**src/rtl/conv_input_sequencer.sv**
```systemverilog
// conv_input_sequencer
// Streams one weight set, one bias word and one input image from a
// 1-cycle-latency word memory onto the convolution layer's 32-bit
// newDataPacket bus, qualified by one-hot weights/bias/input strobes.
// Lane contents are never inspected; words pass through untouched.
//
// state   | meaning
// --------+--------------------------------------------------------------
// IDLE    | waiting for start with non-zero dimensions
// WEIGHTS | one weight read per cycle at weightBase + count, never stalled
// BIAS    | single read at biasAddr
// PIXELS  | one pixel read per cycle at pixelBase + count while stall = 0
// DRAIN   | no reads; wait for the last read to leave the memory stage
// DONE    | pulse done for one cycle, then return to IDLE

module conv_input_sequencer #(
    parameter int ADDR_WIDTH = 16
) (
    input  logic                  clock,
    input  logic                  reset,
    input  logic                  start,
    input  logic [7:0]            inputDim,
    input  logic [1:0]            windowDim,
    input  logic [ADDR_WIDTH-1:0] weightBase,
    input  logic [ADDR_WIDTH-1:0] biasAddr,
    input  logic [ADDR_WIDTH-1:0] pixelBase,
    input  logic                  stall,
    output logic                  mem_rd_en,
    output logic [ADDR_WIDTH-1:0] mem_addr,
    input  logic [31:0]           mem_rd_data,
    output logic [31:0]           newDataPacket,
    output logic                  weights_valid,
    output logic                  bias_valid,
    output logic                  input_valid,
    output logic                  busy,
    output logic                  done
);

    typedef enum logic [2:0] {
        S_IDLE    = 3'd0,
        S_WEIGHTS = 3'd1,
        S_BIAS    = 3'd2,
        S_PIXELS  = 3'd3,
        S_DRAIN   = 3'd4,
        S_DONE    = 3'd5
    } state_t;

    // Read-type tag that travels alongside each memory read.
    typedef enum logic [1:0] {
        TAG_NONE = 2'd0,
        TAG_W    = 2'd1,
        TAG_B    = 2'd2,
        TAG_P    = 2'd3
    } tag_t;

    state_t                  state_q, state_d;

    // Configuration captured on the accepted start cycle.
    logic [1:0]              win_dim_q;
    logic [7:0]              in_dim_q;
    logic [ADDR_WIDTH-1:0]   weight_base_q;
    logic [ADDR_WIDTH-1:0]   bias_addr_q;
    logic [ADDR_WIDTH-1:0]   pixel_base_q;
    logic                    cfg_load;

    // Read counters (up-counters, since they also form the address offset).
    logic [3:0]              wcnt_q, wcnt_d;
    logic [15:0]             pcnt_q, pcnt_d;
    logic [3:0]              w_last;
    logic [15:0]             p_last;

    logic [ADDR_WIDTH-1:0]   weight_addr;
    logic [ADDR_WIDTH-1:0]   pixel_addr;

    // Read issue and the tag pipeline.
    tag_t                    rd_tag;
    tag_t                    tag_s1_q;
    logic [31:0]             pkt_q;
    logic                    weights_valid_q;
    logic                    bias_valid_q;
    logic                    input_valid_q;

    // Terminal counts for the two read phases; dimensions are non-zero
    // whenever these are used, so the minus-one never underflows in use.
    assign w_last = 4'({2'b00, win_dim_q} * {2'b00, win_dim_q}) - 4'd1;
    assign p_last = 16'({8'h00, in_dim_q} * {8'h00, in_dim_q}) - 16'd1;

    // Address arithmetic wraps silently modulo 2^ADDR_WIDTH.
    assign weight_addr = weight_base_q + ADDR_WIDTH'(wcnt_q);
    assign pixel_addr  = pixel_base_q + ADDR_WIDTH'(pcnt_q);

    // Next-state, counter and read-issue decode.
    always_comb begin
        state_d   = state_q;
        wcnt_d    = wcnt_q;
        pcnt_d    = pcnt_q;
        cfg_load  = 1'b0;
        mem_rd_en = 1'b0;
        mem_addr  = '0;
        rd_tag    = TAG_NONE;

        case (state_q)
            S_IDLE: begin
                if (start && (windowDim != 2'd0) && (inputDim != 8'd0)) begin
                    cfg_load = 1'b1;
                    wcnt_d   = 4'd0;
                    pcnt_d   = 16'd0;
                    state_d  = S_WEIGHTS;
                end
            end

            S_WEIGHTS: begin
                mem_rd_en = 1'b1;
                mem_addr  = weight_addr;
                rd_tag    = TAG_W;
                if (wcnt_q == w_last) begin
                    wcnt_d  = 4'd0;
                    state_d = S_BIAS;
                end else begin
                    wcnt_d = wcnt_q + 4'd1;
                end
            end

            S_BIAS: begin
                mem_rd_en = 1'b1;
                mem_addr  = bias_addr_q;
                rd_tag    = TAG_B;
                state_d   = S_PIXELS;
            end

            S_PIXELS: begin
                if (!stall) begin
                    mem_rd_en = 1'b1;
                    mem_addr  = pixel_addr;
                    rd_tag    = TAG_P;
                    if (pcnt_q == p_last) begin
                        pcnt_d  = 16'd0;
                        state_d = S_DRAIN;
                    end else begin
                        pcnt_d = pcnt_q + 16'd1;
                    end
                end
            end

            // The last pixel read is one stage deep on entry; once the
            // memory stage is empty its strobe is going out this cycle.
            S_DRAIN: begin
                if (tag_s1_q == TAG_NONE) begin
                    state_d = S_DONE;
                end
            end

            S_DONE: begin
                state_d = S_IDLE;
            end

            default: begin
                state_d = S_IDLE;
            end
        endcase
    end

    // State and counter registers.
    always_ff @(posedge clock or posedge reset) begin
        if (reset) begin
            state_q <= S_IDLE;
            wcnt_q  <= 4'd0;
            pcnt_q  <= 16'd0;
        end else begin
            state_q <= state_d;
            wcnt_q  <= wcnt_d;
            pcnt_q  <= pcnt_d;
        end
    end

    // Configuration capture; later input changes are invisible to the run.
    always_ff @(posedge clock or posedge reset) begin
        if (reset) begin
            win_dim_q     <= 2'd0;
            in_dim_q      <= 8'd0;
            weight_base_q <= '0;
            bias_addr_q   <= '0;
            pixel_base_q  <= '0;
        end else if (cfg_load) begin
            win_dim_q     <= windowDim;
            in_dim_q      <= inputDim;
            weight_base_q <= weightBase;
            bias_addr_q   <= biasAddr;
            pixel_base_q  <= pixelBase;
        end
    end

    // Tag follows its read into the memory stage; the data word and the
    // matching strobe are registered together one cycle later.
    always_ff @(posedge clock or posedge reset) begin
        if (reset) begin
            tag_s1_q        <= TAG_NONE;
            pkt_q           <= 32'd0;
            weights_valid_q <= 1'b0;
            bias_valid_q    <= 1'b0;
            input_valid_q   <= 1'b0;
        end else begin
            tag_s1_q        <= rd_tag;
            weights_valid_q <= (tag_s1_q == TAG_W);
            bias_valid_q    <= (tag_s1_q == TAG_B);
            input_valid_q   <= (tag_s1_q == TAG_P);
            if (tag_s1_q != TAG_NONE) begin
                pkt_q <= mem_rd_data;
            end
        end
    end

    assign newDataPacket = pkt_q;
    assign weights_valid = weights_valid_q;
    assign bias_valid    = bias_valid_q;
    assign input_valid   = input_valid_q;
    assign busy          = (state_q != S_IDLE);
    assign done          = (state_q == S_DONE);

endmodule

```
**config.mk**
```make
export PLATFORM = sky130hd
export DESIGN_NAME = conv_input_sequencer
export DESIGN_NICKNAME = d
export VERILOG_FILES = /design/src/rtl/conv_input_sequencer.sv
export SDC_FILE = /design/constraint.sdc
export NUM_CORES = 1
export LEC_CHECK = 0
export CAP_MARGIN = 20
export CORE_MARGIN = 5
export CORE_UTILIZATION = 59
export CTS_BUF_LIST = sky130_fd_sc_hd__clkbuf_4 sky130_fd_sc_hd__clkbuf_8
export DETAILED_ROUTE_END_ITERATION = 10
export MAX_ROUTING_LAYER = met4
export PLACE_DENSITY_LB_ADDON = 0.12
export SLEW_MARGIN = 40
export SYNTH_ARGS = -nofsm -noshare
export SYNTH_HDL_FRONTEND = slang
export SYNTH_SLANG_ARGS = --single-unit
export TNS_END_PERCENT = 10
```
**constraint.sdc**
```tcl
create_clock -name clock -period 12.5 [get_ports clock]
set_input_delay 1.25 -clock clock [delete_from_list [all_inputs] [get_ports clock]]
set_output_delay 1.25 -clock clock [all_outputs]
set_load 0.05 [all_outputs]
```
==> metrics.md <==
| Metric | Value |
|---|---|
| Crit path kind | `reg2out` |
| GRT Util Overall | `26.6%` |
| Status | `finished clean` |
| DR iter-0 viols | `about 420` |
| Placer Congestion | `0.888` |
| Ports | `148` |
| Synth Cell Area | `0.00809 mm^2` |
| Pre-Repair DR Iteration Count | `5` |
| Critical path arrival | `4450 ps` |
| Hpwl dp | `15.6 mm` |
| Antenna cells | `0` |
| Buffers on Ports | `about 150` |
| RSZ-0062 raised after global routing | `false` |
| Max-cap viol count | `0` |
| Initial Util | `~61%` |
| Filler cells | `916` |
| Tmin final | `5700 ps` |
| DRC | `0` |
| Nets | `approximately 1100` |
| Post-CTS setup buffers | `0` |
| CTS tree | `done` |
| Final worst path period share | `45.6%` |
| Fin. max-slew vios | `0` |
| Buf+Inv Stages, Crit Path | `1` |
| Area of the multi-input gates | `0.00481 mm^2` |
| Wire length per cell | `around 18 um` |
| Clk sink count | `118` |
| Setup_tns | `0 ps` |
| Num rows | `42` |
| Main area contributors after synthesis | `dfrtp_1 (36%), mux2_2 (12%), ha_1 (7.9%)` |
| CP top delay family | `compound AO/OA/AOI/OAI gates` |
| Dominant synthesized flop cell | `dfrtp_1` |
| Largest net degree at the start of global routing | `66` |
| Worst hold path type | `reg2reg` |
| Slowest-stage cell, CP | `clkdlybuf4s50_1` |
| Worst-path cell chain | `ha_1 -> fa_1 -> a211oi_1 -> o21ai_0 -> and3_1 -> o31a_1 -> o311ai_1 -> mux2i_1 -> a21oi_1 -> o21ai_0 -> clkdlybuf4s50_1` |
| Antenna violations before repair | `0` |
| Worst Skew | `9.19 ps` |
| Synth cell types | `68` |
| Core Util, Final | `about three quarters` |
| Peak Freq | `175 MHz` |
| Placeable Area | `0.0133 mm^2` |
| Worst path max stage delay | `between 800 and 900 ps` |
| Final number of setup-violating endpoints | `0` |
| Slew headroom | `44.3%` |
| Antenna Nets Post-Route | `0` |
| Post-synthesis sequential area ratio | `36.5%` |
| Hold bufs inserted after CTS | `0` |
| Share of layout cells above drive strength 1 | `15.2%` |
| Gr ovfl total | `0` |
| Synth warn | `0` |
| Startpoint Class | `flip-flop` |
| Clk Latency, worst-skew pair | `440 ps` |
| Post-synth top area share | `a little over a third` |
| CTS H-Tree Depth | `4` |
| Resized Gates After CTS | `0` |
| Hold Vio Cnt, Final | `0` |
| Chip width | `127 um` |
| WL final | `between 20 and 25 mm` |
| Vias in the first global route | `6843` |
| FF+latch count, synth | `roughly 120` |
| Reg clk slew, reported paths | `70 ps` |
| Net Count, Synth | `957` |
| Post-synthesis area per instance | `10.4 um^2` |
| Crit path top cell by count | `o21ai_0` |
| Die ar. | `0.0162 mm^2` |
| Post-Syn Instances | `781` |
| First-pass GRT wire length | `33.4 mm` |
| Async SR Flop Fraction | `100%` |
| Area leader, netlist | `dfrtp_1` |
| Worst slew pin tran | `829 ps` |
| CP Capture Type | `output pin` |
| Post-synth EDFFs | `0` |
| Largest fanout on the critical path | `6` |
| Register area | `0.00295 mm^2` |
| Via density | `5.72` |
| Vias after detailed routing | `~6400` |
| Die Ht | `127 um` |
| Worst EP required | `11250 ps` |
| Num CTS Buffers | `17` |
| Area growth syn-to-layout | `25.6%` |
| Clock tree buffer depth | `2` |
| CTS root buffer | `clkbuf_8` |
kinds of logic (layout without fill, tap and decap cells):
group	count (synthesis)	after routing	share of synthesized area, %
adders and majority gates	82	82	15.6
AOI/OAI and AO/OA	140	140	11.7
and+or+nand+nor	199	199	12.4
buffers and inverters	87	241	4.33
DFF	118	118	36.5
xor gates and xnor gates	63	63	6.82
muxes	92	92	12.7
Yosys cell counts, types with 4 or more instances:
master	n
mux2i_1	6
and2_1	10
o21ai_0	43
nor2b_1	7
xnor2_1	39
nor2_1	56
ha_1	51
o21a_1	7
fa_1	31
nor4_1	4
buf_2	7
clkbuf_1	19
nand3_1	12
a211oi_1	7
a22oi_1	11
a21oi_1	25
or3_1	4
nand4_1	6
nor3_1	12
a21o_1	11
xor2_1	24
inv_1	59
mux2_2	86
nand2_1	54
dfrtp_1	118
nand2b_1	8
and3_1	7
metal layers:
layer	part of all wire, %	global-route usage [%]
met3	5.0	6.18
met1	40	30.5
met2	52	45.8
met5	0	-
met4	2.9	9.91
sequential cells by signal, summed over array words and instances, names as in the netlist:
name	count
weights_valid	1
in_dim_q	8
win_dim_q	2
newDataPacket	32
input_valid	1
weight_base_q	16
bias_addr_q	16
tag_s1_q	2
wcnt_q	4
pixel_base_q	16
bias_valid	1
state_q	3
pcnt_q	16
worst reg2reg max path: stages, from the launching register on:
cell and delay (ps):
dfrtp_1 590, nand2_1 180, inv_1 110, fa_1 440, fa_1 490, inv_1 50
fa_1 490, fa_1 540, inv_1 60, ha_1 370, a21o_1 220, a2111o_1 410
a31o_1 200, nand3_1 70, nor3b_1 220, nand4_2 250, o21bai_4 390, nor2_1 110
placed cells by master (no fill, tap or decap), types with 10 or more instances in the layout:
cell and instances:
mux2_2 86, xnor2_1 39, a22oi_1 11, o21ai_0 43, a21o_1 11, dfrtp_1 118
xor2_1 24, nand2_1 54, a21oi_1 25, nor3_1 12, inv_1 58, fa_1 31
clkdlybuf4s50_1 147, ha_1 51, clkbuf_8 18, and2_1 10, nor2_1 53, nand3_1 12
stage by stage:
stage | worst slack [ps] | area (um^2) | instances | hold WS, ps
finish | 6800 | 10200 | 1111 | 502
global route | 6560 | 10200 | 1111 | 525
CTS | 6880 | 10200 | 1111 | 507
detailed placement | 7170 | 9710 | 1079 | 493
global placement | 7310 | 9690 | 1078 | 487
floorplan | 7570 | 8090 | 781 | 431
area by class of cell:
class	instances	area share, %
clock buffers	19	2.51
clock inverters	13	1.99
inverters	59	2.20
multi-input cells	576	47.3
flip-flops and latches	118	29.0
well taps	176	2.17
repair buffers	150	14.8
path summary, 6_finish.rpt:
| check | startpoint | end | slack (ps) | cells past startpoint |
|---|---|---|---|---|
| worst max-delay path | pcnt_q[0] | mem_addr[14] | 6800 | 11 |
| worst min-delay path | newDataPacket[3] | newDataPacket[3] | 500 | 1 |
| worst max register to register | in_dim_q[3] | pcnt_q[4] | 7170 | 17 |
| worst min register to register | newDataPacket[3] | newDataPacket[3] | 500 | 1 |
| max in group asynchronous | reset | pcnt_q[15] | 10250 | 3 |
| min in group asynchronous | reset | weight_base_q[8] | 1250 | 2 |
Power is left out: the tool's default activity adds up to more than one toggle a clock period on the data nets, which glitch-free logic cannot reach.
==> RTL edit (same settings) <==
The 6 states of `state_t` get a one-hot encoding in 6 bits.
--- a/src/rtl/conv_input_sequencer.sv
+++ b/src/rtl/conv_input_sequencer.sv
@@ -38,9 +38,9 @@
 
-    typedef enum logic [2:0] {
-        S_IDLE    = 3'd0,
-        S_WEIGHTS = 3'd1,
-        S_BIAS    = 3'd2,
-        S_PIXELS  = 3'd3,
-        S_DRAIN   = 3'd4,
-        S_DONE    = 3'd5
+    typedef enum logic [5:0] {
+        S_IDLE    = 6'b000001,
+        S_WEIGHTS = 6'b000010,
+        S_BIAS    = 6'b000100,
+        S_PIXELS  = 6'b001000,
+        S_DRAIN   = 6'b010000,
+        S_DONE    = 6'b100000
     } state_t;
Function: same outputs for any inputs over 4 cycles, from zero or initial values and one cycle with reset high; so few cycles prove little.
==> RTL edit against the unedited design <==
  * Final cell count rose by 11%
  * Area after synthesis increased by 3.1%
  * Wire length up 1.2%
  * Final area rose by 2.1%
  * Sequential cell count is 3 higher
  * Setup slack better by 0.18 ns
Power is not shown: default switching activity piles up to over one toggle a cycle in this logic, so the estimate is an artifact.
==> RTL edit: results (changes against the unedited design) <==
outcome=complete, no violations; postcts setup bufs=0 (unchanged); post-DP HPWL=15,470 um (-0.61%); drt first pass iters=6 (+1); Worst Skew=0.008227 ns (-0.0009622 ns); Clock Latency Late Sink=0.45 ns; top_reg_cell synth=dfrtp_1; initial antenna violation count=0 (unchanged); clock root cell=clkbuf_8; Reg2Reg Capture Point=pcnt_q[4]$_DFFE_PP0P_; Synth Net Count=1,082 (+13%); initial DRC count=539 (+29%); total detailed-routing wirelength=20,330 um (+1.2%); register area share after synthesis=36.30% (-0.19 points); WS Path Type=register to register; Reg2Reg Setup Slack=6.98 ns (-0.19 ns); FF-to-FF path depth=14 (-3); antenna cells=0 (unchanged); CP startpoint=in_dim_q[0]$_DFFE_PP0P_; Ys Warns=0 (unchanged); Synth area leaders=dfrtp_1 36%, nand2_1 9.4%, ha_1 7.5%; asr flop ratio synth=100.0% (unchanged); DR vias=6,978 (+9.8%); max FFs per register=32 (unchanged); clock buffer depth=2 (unchanged); count of input and output buffers=147 (unchanged); clk slew on worst S/H paths=0.08 ns; largest net degree at the start of global routing=68 (+3.0%); aggregate global-route resource usage=26.64% (about the same); routability cong.=0.9678 (+9.0%); share of layout cells above drive strength 1=9.013% (-6.2 points); Slew HR=51.41% (+7.1 points); synth cell count leaders=210 x nand2_1, 120 x dfrtp_1, 54 x inv_1, 50 x ha_1, 39 x xnor2_1; first-pass GRT wire length=34,250 um (+2.5%); post-CTS resize count=0 (unchanged); Synth cell types=63 (-7.4%); Final Net Count=1,216 (+11%); Worst EP arrival=5.83 ns (+1.38 ns); Cell Area, Placed=9975 um^2 (+2.8%); Crit Path Max Fanout=15 (+9)
RTL edit: metrics by stage:
stage,setup WS [ns],cells
6_report,6.976,1234
3_3_place_gp,6.968,1201
4_1_cts,6.799,1234
5_1_grt,6.537,1234
3_5_place_dp,6.826,1202
2_1_floorplan,7.356,907
RTL edit: worst max-delay path, stage by stage (launching register included):
cell and delay (ns):
dfrtp_1 0.60, nand2_1 0.14, fa_1 0.60, fa_1 0.54
inv_1 0.05, fa_1 0.46, fa_1 0.50, ha_1 0.35
o21ai_1 0.28, a22oi_1 0.14, or4_1 0.55, a221oi_1 0.30
nand4_1 0.23, nor3_4 0.54, nor3_1 0.12
RTL edit: cell families (layout without fill, tap and decap cells):
kind of cell / count (synthesis) / after routing / share of synthesized area [%]
AO/OA/AOI/OAI: 133 / 133 / 10.94
adder cells (fa/ha/maj): 81 / 81 / 14.93
multiplexers: 42 / 42 / 5.607
buffers and inverters: 93 / 240 / 4.408
AND/OR/NAND/NOR: 374 / 374 / 21.02
XOR/XNOR: 63 / 63 / 6.792
flip-flops: 121 / 121 / 36.30
RTL edit: metal layers:
| layer | GRT usage [%] | share of wire [%] |
|---|---|---|
| met1 | 35.06 | 43 |
| met2 | 42.53 | 50 |
| met3 | 4.525 | 5.6 |
| met4 | 8.091 | 2.1 |
| met5 | - | 0 |
RTL edit: worst min path at each step:
stage	endpoint	start	slack (ns)	cells past startpoint
after floorplan	weights_valid$_DFF_PP0_	tag_s1_q[1]$_DFF_PP0_	0.43	1
after global placement	bias_addr_q[7]$_DFFE_PP0P_	bias_addr_q[7]$_DFFE_PP0P_	0.46	2
after detailed placement	bias_addr_q[2]$_DFFE_PP0P_	bias_addr_q[2]$_DFFE_PP0P_	0.46	2
after CTS	bias_addr_q[2]$_DFFE_PP0P_	bias_addr_q[2]$_DFFE_PP0P_	0.48	2
after global routing	bias_addr_q[1]$_DFFE_PP0P_	bias_addr_q[1]$_DFFE_PP0P_	0.49	2
final	bias_addr_q[2]$_DFFE_PP0P_	bias_addr_q[2]$_DFFE_PP0P_	0.48	2
RTL edit: final cells by class:
cell class                 count  area (um^2)
sequential                   121         3029
tap                          180        225.2
inverter                      54        205.2
multi-input combinational    693         4992
fill                        1045         3496
clock buffer                  17        234.0
timing repair buffer         154         1535
clock inverter                15        163.9
